<file path="config.mk">
export PLATFORM = sky130hd
export DESIGN_NAME = ialm_seq
export DESIGN_NICKNAME = d
export VERILOG_FILES = /design/src/rtl/ialm_pkg.sv /design/src/rtl/ialm_stage.sv /design/src/rtl/ialm_seq.sv
export SDC_FILE = /design/constraint.sdc
export NUM_CORES = 1
export LEC_CHECK = 0
export ABC_AREA = 1
export CAP_MARGIN = 0
export CORE_ASPECT_RATIO = 1.2
export CORE_MARGIN = 8
export CORE_UTILIZATION = 35
export CTS_BUF_LIST = sky130_fd_sc_hd__clkbuf_4 sky130_fd_sc_hd__clkbuf_8 sky130_fd_sc_hd__clkbuf_16
export CTS_CLUSTER_DIAMETER = 50
export DETAILED_ROUTE_END_ITERATION = 10
export MAX_ROUTING_LAYER = met4
export SYNTH_ARGS = -nofsm -noshare
export SYNTH_HDL_FRONTEND = slang
export SYNTH_SLANG_ARGS = --single-unit
export TNS_END_PERCENT = 5
</file>
<file path="constraint.sdc">
create_clock -name clk -period 12.16 [get_ports clk]
set_input_delay 2.432 -clock clk [delete_from_list [all_inputs] [get_ports clk]]
set_output_delay 2.432 -clock clk [all_outputs]
set_load 0.05 [all_outputs]
</file>
<file path="src/rtl/ialm_pkg.sv">
// Shared definitions for the iterative-log approximate multiplier:
// sequencer state encoding and bit-scan helpers.
package ialm_pkg;

   typedef enum logic [1:0] {
      IDLE = 2'd0,
      CALC = 2'd1,
      DONE = 2'd2
   } state_t;

   // Index of the most significant set bit; returns 0 for a zero input.
   function automatic logic [4:0] lead_one(input logic [31:0] v);
      logic [4:0] idx;
      idx = '0;
      for (int i = 0; i < 32; i++) begin
         if (v[i]) idx = 5'(i);
      end
      return idx;
   endfunction

   function automatic int clog2_f(input int v);
      int r;
      r = 0;
      while ((1 << r) < v) r++;
      return r;
   endfunction

endpackage

</file>
<file path="src/rtl/ialm_stage.sv">
// One iterative-log refinement stage: splits each residual into its leading
// power of two and remainder, and forms the partial product term.
module ialm_stage
   import ialm_pkg::*;
#(
   parameter int N = 16
) (
   input  logic [N-1:0]   x,
   input  logic [N-1:0]   y,
   output logic [2*N-1:0] term,
   output logic [N-1:0]   r1,
   output logic [N-1:0]   r2,
   output logic           zero
);

   logic [31:0]    x_ext, y_ext;
   logic [4:0]     k1, k2;
   logic [5:0]     k_sum;
   logic [2*N-1:0] r1_w, r2_w;

   always_comb begin
      x_ext        = '0;
      y_ext        = '0;
      x_ext[N-1:0] = x;
      y_ext[N-1:0] = y;
      k1           = lead_one(x_ext);
      k2           = lead_one(y_ext);
      k_sum        = {1'b0, k1} + {1'b0, k2};
      r1           = x & ~(N'(1) << k1);
      r2           = y & ~(N'(1) << k2);
      r1_w         = '0;
      r2_w         = '0;
      r1_w[N-1:0]  = r1;
      r2_w[N-1:0]  = r2;
      // 2^(k1+k2) + r1*2^k2 + r2*2^k1 never exceeds x*y, so 2N bits suffice
      term         = ((2*N)'(1) << k_sum) + (r1_w << k2) + (r2_w << k1);
      zero         = (x == '0) || (y == '0);
   end

endmodule

</file>
<file path="src/rtl/ialm_seq.sv">
// Iterative-log approximate multiplier sequencer: one transaction in flight,
// one refinement stage per CALC cycle using a single shared stage instance.
//
//   state | meaning
//   IDLE  | ready for a new operand pair
//   CALC  | one refinement stage per cycle until count limit or zero residual
//   DONE  | result held until the consumer accepts it
module ialm_seq
   import ialm_pkg::*;
#(
   parameter int N        = 16,
   parameter int MAX_ITER = 4,
   parameter int IW       = clog2_f(MAX_ITER + 1)
) (
   input  logic           clk,
   input  logic           rst,
   input  logic           in_valid,
   output logic           in_ready,
   input  logic [N-1:0]   a,
   input  logic [N-1:0]   b,
   input  logic [IW-1:0]  iter_num,
   output logic           out_valid,
   input  logic           out_ready,
   output logic [2*N-1:0] result,
   output logic [IW-1:0]  iter_used
);

   state_t         state, state_nx;
   logic [N-1:0]   x, y;
   logic [2*N-1:0] acc;
   logic [IW-1:0]  count, eff, eff_in;
   logic [2*N-1:0] term;
   logic [N-1:0]   r1, r2;
   logic           zero, last;

   ialm_stage #(.N(N)) u_stage (
      .x    (x),
      .y    (y),
      .term (term),
      .r1   (r1),
      .r2   (r2),
      .zero (zero)
   );

   always_comb begin
      eff_in = iter_num;
      if (iter_num == '0)
         eff_in = IW'(1);
      else if (iter_num > IW'(MAX_ITER))
         eff_in = IW'(MAX_ITER);
   end

   // Stopping as soon as a residual hits zero keeps latency at count+1;
   // any further stage would add nothing to the accumulator.
   assign last = ((count + IW'(1)) == eff) || (r1 == '0) || (r2 == '0);

   always_comb begin
      state_nx = state;
      unique case (state)
         IDLE:    if (in_valid) state_nx = CALC;
         CALC:    if (zero || last) state_nx = DONE;
         DONE:    if (out_ready) state_nx = IDLE;
         default: state_nx = IDLE;
      endcase
   end

   always_ff @(posedge clk) begin
      if (rst) begin
         state <= IDLE;
         x     <= '0;
         y     <= '0;
         acc   <= '0;
         count <= '0;
         eff   <= '0;
      end else begin
         state <= state_nx;
         if (state == IDLE && in_valid) begin
            x     <= a;
            y     <= b;
            acc   <= '0;
            count <= '0;
            eff   <= eff_in;
         end else if (state == CALC && !zero) begin
            acc   <= acc + term;
            x     <= r1;
            y     <= r2;
            count <= count + IW'(1);
         end
      end
   end

   assign in_ready  = (state == IDLE);
   assign out_valid = (state == DONE);
   assign result    = acc;
   assign iter_used = count;

endmodule
</file>
==> impl_results.md, run 1 <==
* Status: finished, final reports clean
* Hold_buf cts at 0
* N_diodes at 0
* Layout cells sized above 1 at 5.614%
* Worst EP arrival at 7410 ps
* Worst rel slew slack at 33.78%
* I/O Buffers at 75
* # nets final at 1558
* Setup_tns at 0 ps
* RSZ-0062 raised after global routing: false
* Synth Instances at 1385
* Post-route DRC at 0
* CP max stage delay at 820 ps
* WL/cell at 15.80 um
* Yosys top cell area share at 17.46%
* Drt pass-1 iters at 5
* Worst VDD drop at 0.00009711 V
* PwrDens at 253.9 nW/um^2
* Max Transition Viols Final at 0
* Post-CTS sizing at 0
* Synth top area cells: nand2_1 (17%), dfxtp_1 (16%), fa_1 (14%)
* Number of global-route vias before repair at 8646
* Final Worst Setup Slack at 5031 ps
* CP endpoint kind: register
* RePlAce Congestion at 0.9311
* Total Power at 0.002548 W
* Initial Util at 35.69%
* Die height at 190.0 um
* Final ANT Viol Nets at 0
* Core area at 24750 um^2
* Fin. Hold Viols at 0
* Tmin final at 7129 ps
* Largest area contributor in the netlist: nand2_1
* Pre-CTS setup slack at 5045 ps
* Clock-pin slew on the worst setup and hold paths at 60 ps
* Total CTS buffers at 9
* Placed Instances at 1734
* Synth Area per Inst at 6.379 um^2
* CTS Root Cell: clkbuf_16
* # clock sinks at 72
* CP max FO at 27
* Slowest CP cell: a31oi_1
* Crit Path Class: reg -> reg
* Drt total wl at 27650 um
* MaxCap Viol Count at 0
* Layout area overhead at 13.57%
* Crit-path most repeated cell: nand2_1
* CP Launch Type: register
* Worst skew pair latency at 350 ps
* Worst slew pin tran at 988.7 ps
* Required time worst endpoint at 12440 ps
* Clock buffer depth at 2
* Leakage at 4.935 nW
* HPWL after detailed placement at 22710 um
* Synth Cell Area at 8835 um^2
* Register bit total from synthesis at 72
* H-tree levels at 3
* Rows at 63
* DRT iter0 DRCs at 535
* Final setup violating endpoints at 0
* Layout Skew at 9.191 ps
* Fin cells at 1750
* Die area at 30600 um^2
* Postcts setup bufs at 0
* Die Width at 161.0 um
* CTS tree: done
* Hold path start: eff[0]$_SDFFE_PP0P_
* Total congestion overflow at 0
* Ys Warns at 0
* Min-Delay Path Class: reg -> reg
* IO Pins at 76
* Vias per cell at 4.931
* Seq/Total Area, Yosys at 16.31%
* All-layer global routing usage at 19.02%
* Fin crit share at 58.63%
* Worst setup startpoint: x[5]$_SDFFE_PP0P_
* Initial antenna violation count at 0
* First-pass GRT wire length at 45420 um
* R2R Path Start: x[5]$_SDFFE_PP0P_
* Fmax at 140.3 MHz
* Via count at 8629
* Count of cell types in the netlist at 49
* Largest net degree at the start of global routing at 38
==> power by group <==
| part | internal (W) | switching (W) | leakage (nW) |
|---|---|---|---|
| Combinational | 0.000658 | 0.00133 | 4.20 |
| Clock | 0.000156 | 0.000108 | 0.149 |
| Sequential | 0.000264 | 0.0000264 | 0.588 |
| Total | 0.00108 | 0.00147 | 4.94 |
==> flip-flops by register name, indices dropped and copies added (netlist names) <==
register / cells
eff: 3
iter_used: 3
result: 32
state: 2
x: 16
y: 16
==> placed cells by master, fill, tap and decap left out, types with 6 or more instances in the layout <==
master / synthesis / final
a21oi_1: 63 / 63
a31oi_1: 35 / 35
buf_4: 5 / 6
clkbuf_16: 0 / 9
clkdlybuf4s50_1: 0 / 75
dfxtp_1: 72 / 72
fa_1: 63 / 63
ha_1: 36 / 36
inv_1: 217 / 217
inv_2: 13 / 13
nand2_1: 411 / 411
nand2_2: 7 / 7
nand3_1: 131 / 131
nand4_1: 18 / 18
nor2_1: 59 / 58
nor2_2: 5 / 6
nor3_1: 14 / 14
o211ai_1: 10 / 10
o21a_1: 6 / 6
o21ai_0: 50 / 50
o21ai_1: 23 / 23
o21ai_2: 6 / 6
o21bai_1: 9 / 9
or2_1: 6 / 6
or2_2: 7 / 7
xnor2_1: 10 / 10
xor2_1: 23 / 23
==> worst max-delay path, delay by kind of cell, from the launching register on <==
kind | cells | cell delay, ps
compound gates | 4 | 1610
fa+ha+maj | 4 | 1700
buf+inv | 2 | 1130
flops | 1 | 380
simple gates | 21 | 2210
==> synth_stat cells (all sizes together) <==
| cell | instances |
|---|---|
| nand2 | 423 |
| o21bai | 10 |
| a31oi | 37 |
| ha | 36 |
| nand4 | 19 |
| or2 | 13 |
| dfxtp | 72 |
| a211oi | 2 |
| a41oi | 1 |
| inv | 230 |
| a32o | 1 |
| nor3 | 16 |
| conb | 1 |
| nor4 | 2 |
| o21ai | 79 |
| nand3 | 133 |
| o31ai | 1 |
| clkbuf | 29 |
| o211ai | 12 |
| a21o | 4 |
| nand3b | 1 |
| o21a | 6 |
| xor2 | 23 |
| a21oi | 63 |
| xnor2 | 10 |
| clkinv | 1 |
| nor2 | 68 |
| buf | 29 |
| fa | 63 |
==> layer usage <==
metal	GRT usage (%)	up-vias	share of wire, %
met5	-	-	0
met2	33.16	165	50
met1	22.45	3953	45
li1	-	4476	-
met4	6.098	0	2.2
met3	2.335	35	3.2
==> final cells by class <==
class / count / area (um^2)
fillers: 2746 / 14720
multi-input cells: 1025 / 6233
flip-flops and latches: 72 / 1441
inverters: 231 / 867.1
repair buffers: 81 / 795.8
well taps: 325 / 406.6
clock buffers: 13 / 274.0
clock inverters: 3 / 15.01
==> through the flow <==
step | util [%] | cell area, um^2 | hold slack [ps]
6_report | 40.54 | 10030 | 477.7
4_1_cts | 40.54 | 10030 | 485.4
3_3_place_gp | 39.37 | 9744 | 463.2
2_1_floorplan | - | 8838 | 447.6
3_5_place_dp | 39.37 | 9744 | 470.0
5_1_grt | 40.54 | 10030 | 504.2
==> logic make-up after synthesis <==
kind of cell	share of synthesized area (%)
simple gates	33.30
buf+inv	13.20
compound gates	14.50
fa+ha+maj	19.37
flops	16.31
xor+xnor	3.271
other cells	0.04245
==> path summary, 6_finish.rpt <==
kind | end | slack (ps) | cells after the start
worst max-delay path | result[31]$_SDFFE_PP0P_ | 5030 | 31
worst min-delay path | eff[0]$_SDFFE_PP0P_ | 480 | 2
worst max register to register | result[31]$_SDFFE_PP0P_ | 5030 | 31
worst min register to register | eff[0]$_SDFFE_PP0P_ | 480 | 2
No activity file was read; power rests on OpenSTA's default activity.
==> run 2: changes to the inputs <==
==> constraint.sdc (replaced) <==
create_clock -name clk -period 6.2 [get_ports clk]
set_input_delay 1.24 -clock clk [delete_from_list [all_inputs] [get_ports clk]]
set_output_delay 1.24 -clock clk [all_outputs]
set_load 0.05 [all_outputs]
==> impl_results.md, run 2 (same netlist as run 1, synthesis figures left out) <==
* CP Launch Type: register
* Number of global-route vias before repair at 8763
* Largest net degree at the start of global routing at 54
* CP max FO at 13
* Tmin final at 5707 ps
* CP max stage delay at 420 ps
* Final ANT Viol Nets at 0
* Layout Skew at 13.65 ps
* Fin. Hold Viols at 0
* R2R cell count at 30
* RePlAce Congestion at 0.9658
* Crit-path most repeated cell: nand2_1
* Met2 WL at 13690 um
* Status: finished, final reports clean
* Fin cells at 1776
* Vias per cell at 5.023
* DRT iter0 DRCs at 546
* Slowest CP cell: fa_1
* Sw Ratio at 56.54%
* Final setup violating endpoints at 0
* Layout area overhead at 17.12%
* Pre-CTS setup slack at 283.5 ps
* I/O Buffers at 75
* Max reg flops at 32
* Commonest non-fill, non-tap cells in the layout: nand2_1 (411), inv_1 (214), nand3_1 (131)
* Die Width at 161.0 um
* CP endpoint kind: register
* Fin crit share at 92.04%
* Crit Reg-Reg Endpoint: result[28]$_SDFFE_PP0P_
* Layout cells sized above 1 at 8.546%
* CTS Root Cell: clkbuf_16
* N_diodes at 0
* Clock Power Share at 9.7%
* Initial Util at 35.69%
* First-pass GRT wire length at 45350 um
* Combinational Power Share at 79.3%
* Drt total wl at 27790 um
* Core area at 24750 um^2
* Sequential Power Share at 11.0%
* Worst skew pair latency at 360 ps
* Die height at 190.0 um
* WL/cell at 15.65 um
* R2R Path Start: x[4]$_SDFFE_PP0P_
* All-layer global routing usage at 18.92%
* Internal Power at 0.002257 W
* Min-Delay Path Class: reg -> reg
* Worst reg-to-reg setup slack at 490 ps
* Metal-1 WL at 12210 um
* # nets final at 1585
* IO Pins at 76
* Highest metal used: met4
* # clock sinks at 72
* Worst VDD drop at 0.0002084 V
* Die area at 30600 um^2
* Hold EP: eff[0]$_SDFFE_PP0P_
* CTS tree: done
* Drt pass-1 iters at 7
* Hold_buf cts at 0
* Rows at 63
* Required time worst endpoint at 6440 ps
* Sw Pwr at 0.002937 W
* Clock-pin slew on the worst setup and hold paths at 60 ps
* Clock buffer depth at 2
* Post-layout util at 41.81%
* Leakage at 5.053 nW
* Hold path start: eff[0]$_SDFFE_PP0P_
* Total congestion overflow at 0
* Via count at 8920
* H-tree levels at 3
* Worst rel slew slack at 38.82%
* Met3 wire len at 1065 um
* Worst slew pin tran at 916.6 ps
* Placed Instances at 1754
* Fmax at 175.2 MHz
* Final Worst Setup Slack at 493.4 ps
* Max Transition Viols Final at 0
* Worst EP arrival at 5950 ps
* Post-route DRC at 0
* Total CTS buffers at 9
* MaxCap Viol Count at 0
* HPWL after detailed placement at 22560 um
* Initial antenna violation count at 0
* Hold depth at 2
* Commonest non-fill, non-tap cell in the layout: nand2_1
* PwrDens at 502.0 nW/um^2
* Crit Path Class: reg -> reg
run 2: per-layer routing:
metal  global-route usage (%)  vias to the layer above
li1                         -                     4533
met1                    22.82                     4137
met2                    31.83                      209
met3                    2.335                       41
met4                    7.204                        0
met5                        -                        -
run 2: power by group through the flow:
| stage | Sequential (W) | Combinational [W] | Clock [W] |
|---|---|---|---|
| 2_1_floorplan | 0.000669 | 0.00297 | 0 |
| 3_3_place_gp | 0.000583 | 0.00395 | 0 |
| 3_5_place_dp | 0.000583 | 0.00397 | 0 |
| 4_1_cts | 0.000574 | 0.00399 | 0.000522 |
| 5_1_grt | 0.000583 | 0.00467 | 0.000539 |
| 6_report | 0.000573 | 0.00412 | 0.000504 |
run 2: final cells by class:
type                    instances  area (um^2)
fillers                      2760        14400
multi-input cells            1026         6344
flip-flops and latches         72         1445
clock buffers                  12        260.3
inverters                     231        882.1
repair buffers                107        992.2
well taps                     325        406.6
clock inverters                 3        17.52
run 2: worst max-delay path by stage:
stage	startpoint	end	slack [ps]
CTS	y[2]$_SDFFE_PP0P_	result[31]$_SDFFE_PP0P_	240
finish	x[4]$_SDFFE_PP0P_	result[28]$_SDFFE_PP0P_	490
global route	y[2]$_SDFFE_PP0P_	result[29]$_SDFFE_PP0P_	-30
detailed placement	y[2]$_SDFFE_PP0P_	result[31]$_SDFFE_PP0P_	280
floorplan	x[2]$_SDFFE_PP0P_	result[31]$_SDFFE_PP0P_	650
global placement	y[2]$_SDFFE_PP0P_	result[31]$_SDFFE_PP0P_	350
run 2: critical path: cells and delay by family (launching register included):
family	cells	cell delay [ps]
buf+inv	4	620
xor+xnor	1	150
fa+ha+maj	3	1160
flops	1	370
compound gates	12	2180
simple gates	10	1090
run 2: through the flow:
| step | hold slack (ps) | area (um^2) | power, W | setup TNS, ps |
|---|---|---|---|---|
| floorplan | 447.6 | 8838 | 0.003639 | 0 |
| finish | 481.8 | 10350 | 0.005194 | 0 |
| global placement | 460.8 | 9894 | 0.004533 | 0 |
| CTS | 486.8 | 10170 | 0.005086 | 0 |
| detailed placement | 471.9 | 9894 | 0.004551 | 0 |
| global route | 515.9 | 10350 | 0.005790 | -60.52 |
run 2: repair_timing:
| item | in CTS | in global routing |
|---|---|---|
| gates resized for setup | 0 | 31 |
| buffers inserted | 0 | 6 |
| setup endpoints to repair | 0 | 9 |
| endpoints found under the hold margin | 0 | 0 |
==> run 3: changes to the inputs <==
--- a/config.mk
+++ b/config.mk
@@ -6,7 +6,7 @@
 export NUM_CORES = 1
 export LEC_CHECK = 0
 export ABC_AREA = 1
-export CAP_MARGIN = 0
+export CAP_MARGIN = 10
 export CORE_ASPECT_RATIO = 1.2
 export CORE_MARGIN = 8
 export CORE_UTILIZATION = 35
==> constraint.sdc (replaced) <==
create_clock -name clk -period 6 [get_ports clk]
set_input_delay 1.2 -clock clk [delete_from_list [all_inputs] [get_ports clk]]
set_output_delay 1.2 -clock clk [all_outputs]
set_load 0.05 [all_outputs]
==> impl_results.md, run 3 (same netlist as run 1, synthesis figures left out) <==
* Worst skew pair latency at 350 ps
* I/O Buffers at 75
* Fin cells at 1787
* WL/cell at 15.70 um
* IO Pins at 76
* Clock-pin slew on the worst setup and hold paths at 70 ps
* Number of global-route vias before repair at 8692
* Commonest non-fill, non-tap cell in the layout: nand2_1
* Layout Skew at 9.566 ps
* Placed Instances at 1761
* PwrDens at 522.7 nW/um^2
* CTS tree: done
* # clock sinks at 72
* MaxCap Viol Count at 0
* Worst EP arrival at 5830 ps
* Post-route DRC at 0
* Fin crit share at 92.24%
* Fin. Hold Viols at 0
* Max reg flops at 32
* First-pass GRT wire length at 45180 um
* Crit-path most repeated cell: nand2_1
* Die height at 190.0 um
* Pre-CTS setup slack at -4.968 ps
* DRT iter0 DRCs at 557
* Final ANT Viol Nets at 0
* Worst slew pin tran at 956.0 ps
* CP endpoint kind: register
* Vias per cell at 4.966
* Rows at 63
* # nets final at 1595
* Clock buffer depth at 2
* Required time worst endpoint at 6300 ps
* CP max stage delay at 500 ps
* Via count at 8875
* Worst VDD drop at 0.0001864 V
* Final Worst Setup Slack at 465.7 ps
* Final setup violating endpoints at 0
* Sw Ratio at 56.37%
* Combinational Power Share at 79.0%
* Tmin final at 5534 ps
* Clock Power Share at 10.2%
* Total CTS buffers at 9
* Placed inst area at 9947 um^2
* RSZ-0062 raised after global routing: true
* Die area at 30600 um^2
* Min-Delay Path Class: reg -> reg
* Max Transition Viols Final at 0
* Die Width at 161.0 um
* Crit Path Class: reg -> reg
* Internal Power at 0.002399 W
* CP Launch Type: register
* Drt pass-1 iters at 5
* Worst reg-to-reg setup slack at 470 ps
* Drt total wl at 28050 um
* Layout cells sized above 1 at 10.05%
* Fillers at 2705
* RePlAce Congestion at 0.9172
* H-tree levels at 3
* CP max FO at 7
* Layout area overhead at 19.06%
* Largest net degree at the start of global routing at 47
* Status: finished, final reports clean
* Final instance area at 10520 um^2
* HPWL after detailed placement at 22800 um
* CTS Root Cell: clkbuf_16
* Initial Util at 35.69%
* Post-layout util at 42.50%
* Slowest CP cell: fa_1
* Total congestion overflow at 0
* Commonest non-fill, non-tap cells in the layout: nand2_1 (408), inv_1 (213), nand3_1 (130)
* Worst rel slew slack at 36.20%
* All-layer global routing usage at 18.78%
* Core area at 24750 um^2
* N_diodes at 0
* Sequential Power Share at 10.8%
* Fmax at 180.7 MHz
* Sw Pwr at 0.003099 W
* Initial antenna violation count at 0
* Leakage at 5.123 nW
## run 3: cell type report
| class | instances | area, um^2 | share of cell area, % |
|---|---|---|---|
| Sequential cell | 72 | 1445 | 13.74 |
| Tap cell | 325 | 406.6 | 3.866 |
| Clock buffer | 9 | 225.2 | 2.141 |
| Inverter | 231 | 889.6 | 8.457 |
| Timing Repair Buffer | 117 | 1070 | 10.17 |
| Multi-Input combinational cell | 1026 | 6410 | 60.94 |
| Clock inverter | 7 | 72.57 | 0.6899 |
## run 3: what timing repair did
action | CTS | global route
cloned | 0 | 1
hold buffers | 0 | 0
pin swaps | 0 | 10
endpoints found under the setup margin | 1 | 14
gates resized for setup | 1 | 51
setup buffers | 0 | 9
## run 3: critical path, delay by kind of cell (launching register included)
family | cells | cell delay (ps)
buf+inv | 4 | 490
compound gates | 8 | 1400
fa+ha+maj | 3 | 1340
simple gates | 16 | 1710
xor+xnor | 1 | 180
flops | 1 | 380
## run 3: routing by layer
metal  global-route usage, %  up-vias  part of all wire (%)
li1                        -     4551                     -
met1                   22.50     4076                    45
met2                   32.48      206                    49
met3                   2.076       42                   3.0
met4                   6.063        0                   2.7
met5                       -        -                     0
## run 3: power groups by stage
stage / clock network, W / registers (W) / logic, W
final: 0.000562 / 0.000593 / 0.00434
after global routing: 0.000597 / 0.000602 / 0.00489
after CTS: 0.000574 / 0.000592 / 0.00416
after detailed placement: 0 / 0.000602 / 0.00413
after global placement: 0 / 0.000602 / 0.00412
after floorplan: 0 / 0.000692 / 0.00307
## run 3: through the flow
| step | total power [W] | hold slack, ps | TNS [ps] |
|---|---|---|---|
| finish | 0.005498 | 486.4 | 0 |
| floorplan | 0.003760 | 447.6 | 0 |
| CTS | 0.005327 | 486.4 | 0 |
| detailed placement | 0.004734 | 473.7 | -4.968 |
| global placement | 0.004726 | 461.5 | 0 |
| global route | 0.006093 | 511.3 | -37.49 |
## run 3: path summary, 6_finish.rpt
check,startpoint,endpoint,depth (start not counted)
worst min register to register,eff[2]$_SDFFE_PP0P_,eff[2]$_SDFFE_PP0P_,2
worst max-delay path,x[4]$_SDFFE_PP0P_,result[22]$_SDFFE_PP0P_,32
worst min-delay path,eff[2]$_SDFFE_PP0P_,eff[2]$_SDFFE_PP0P_,2
worst max register to register,x[4]$_SDFFE_PP0P_,result[22]$_SDFFE_PP0P_,32
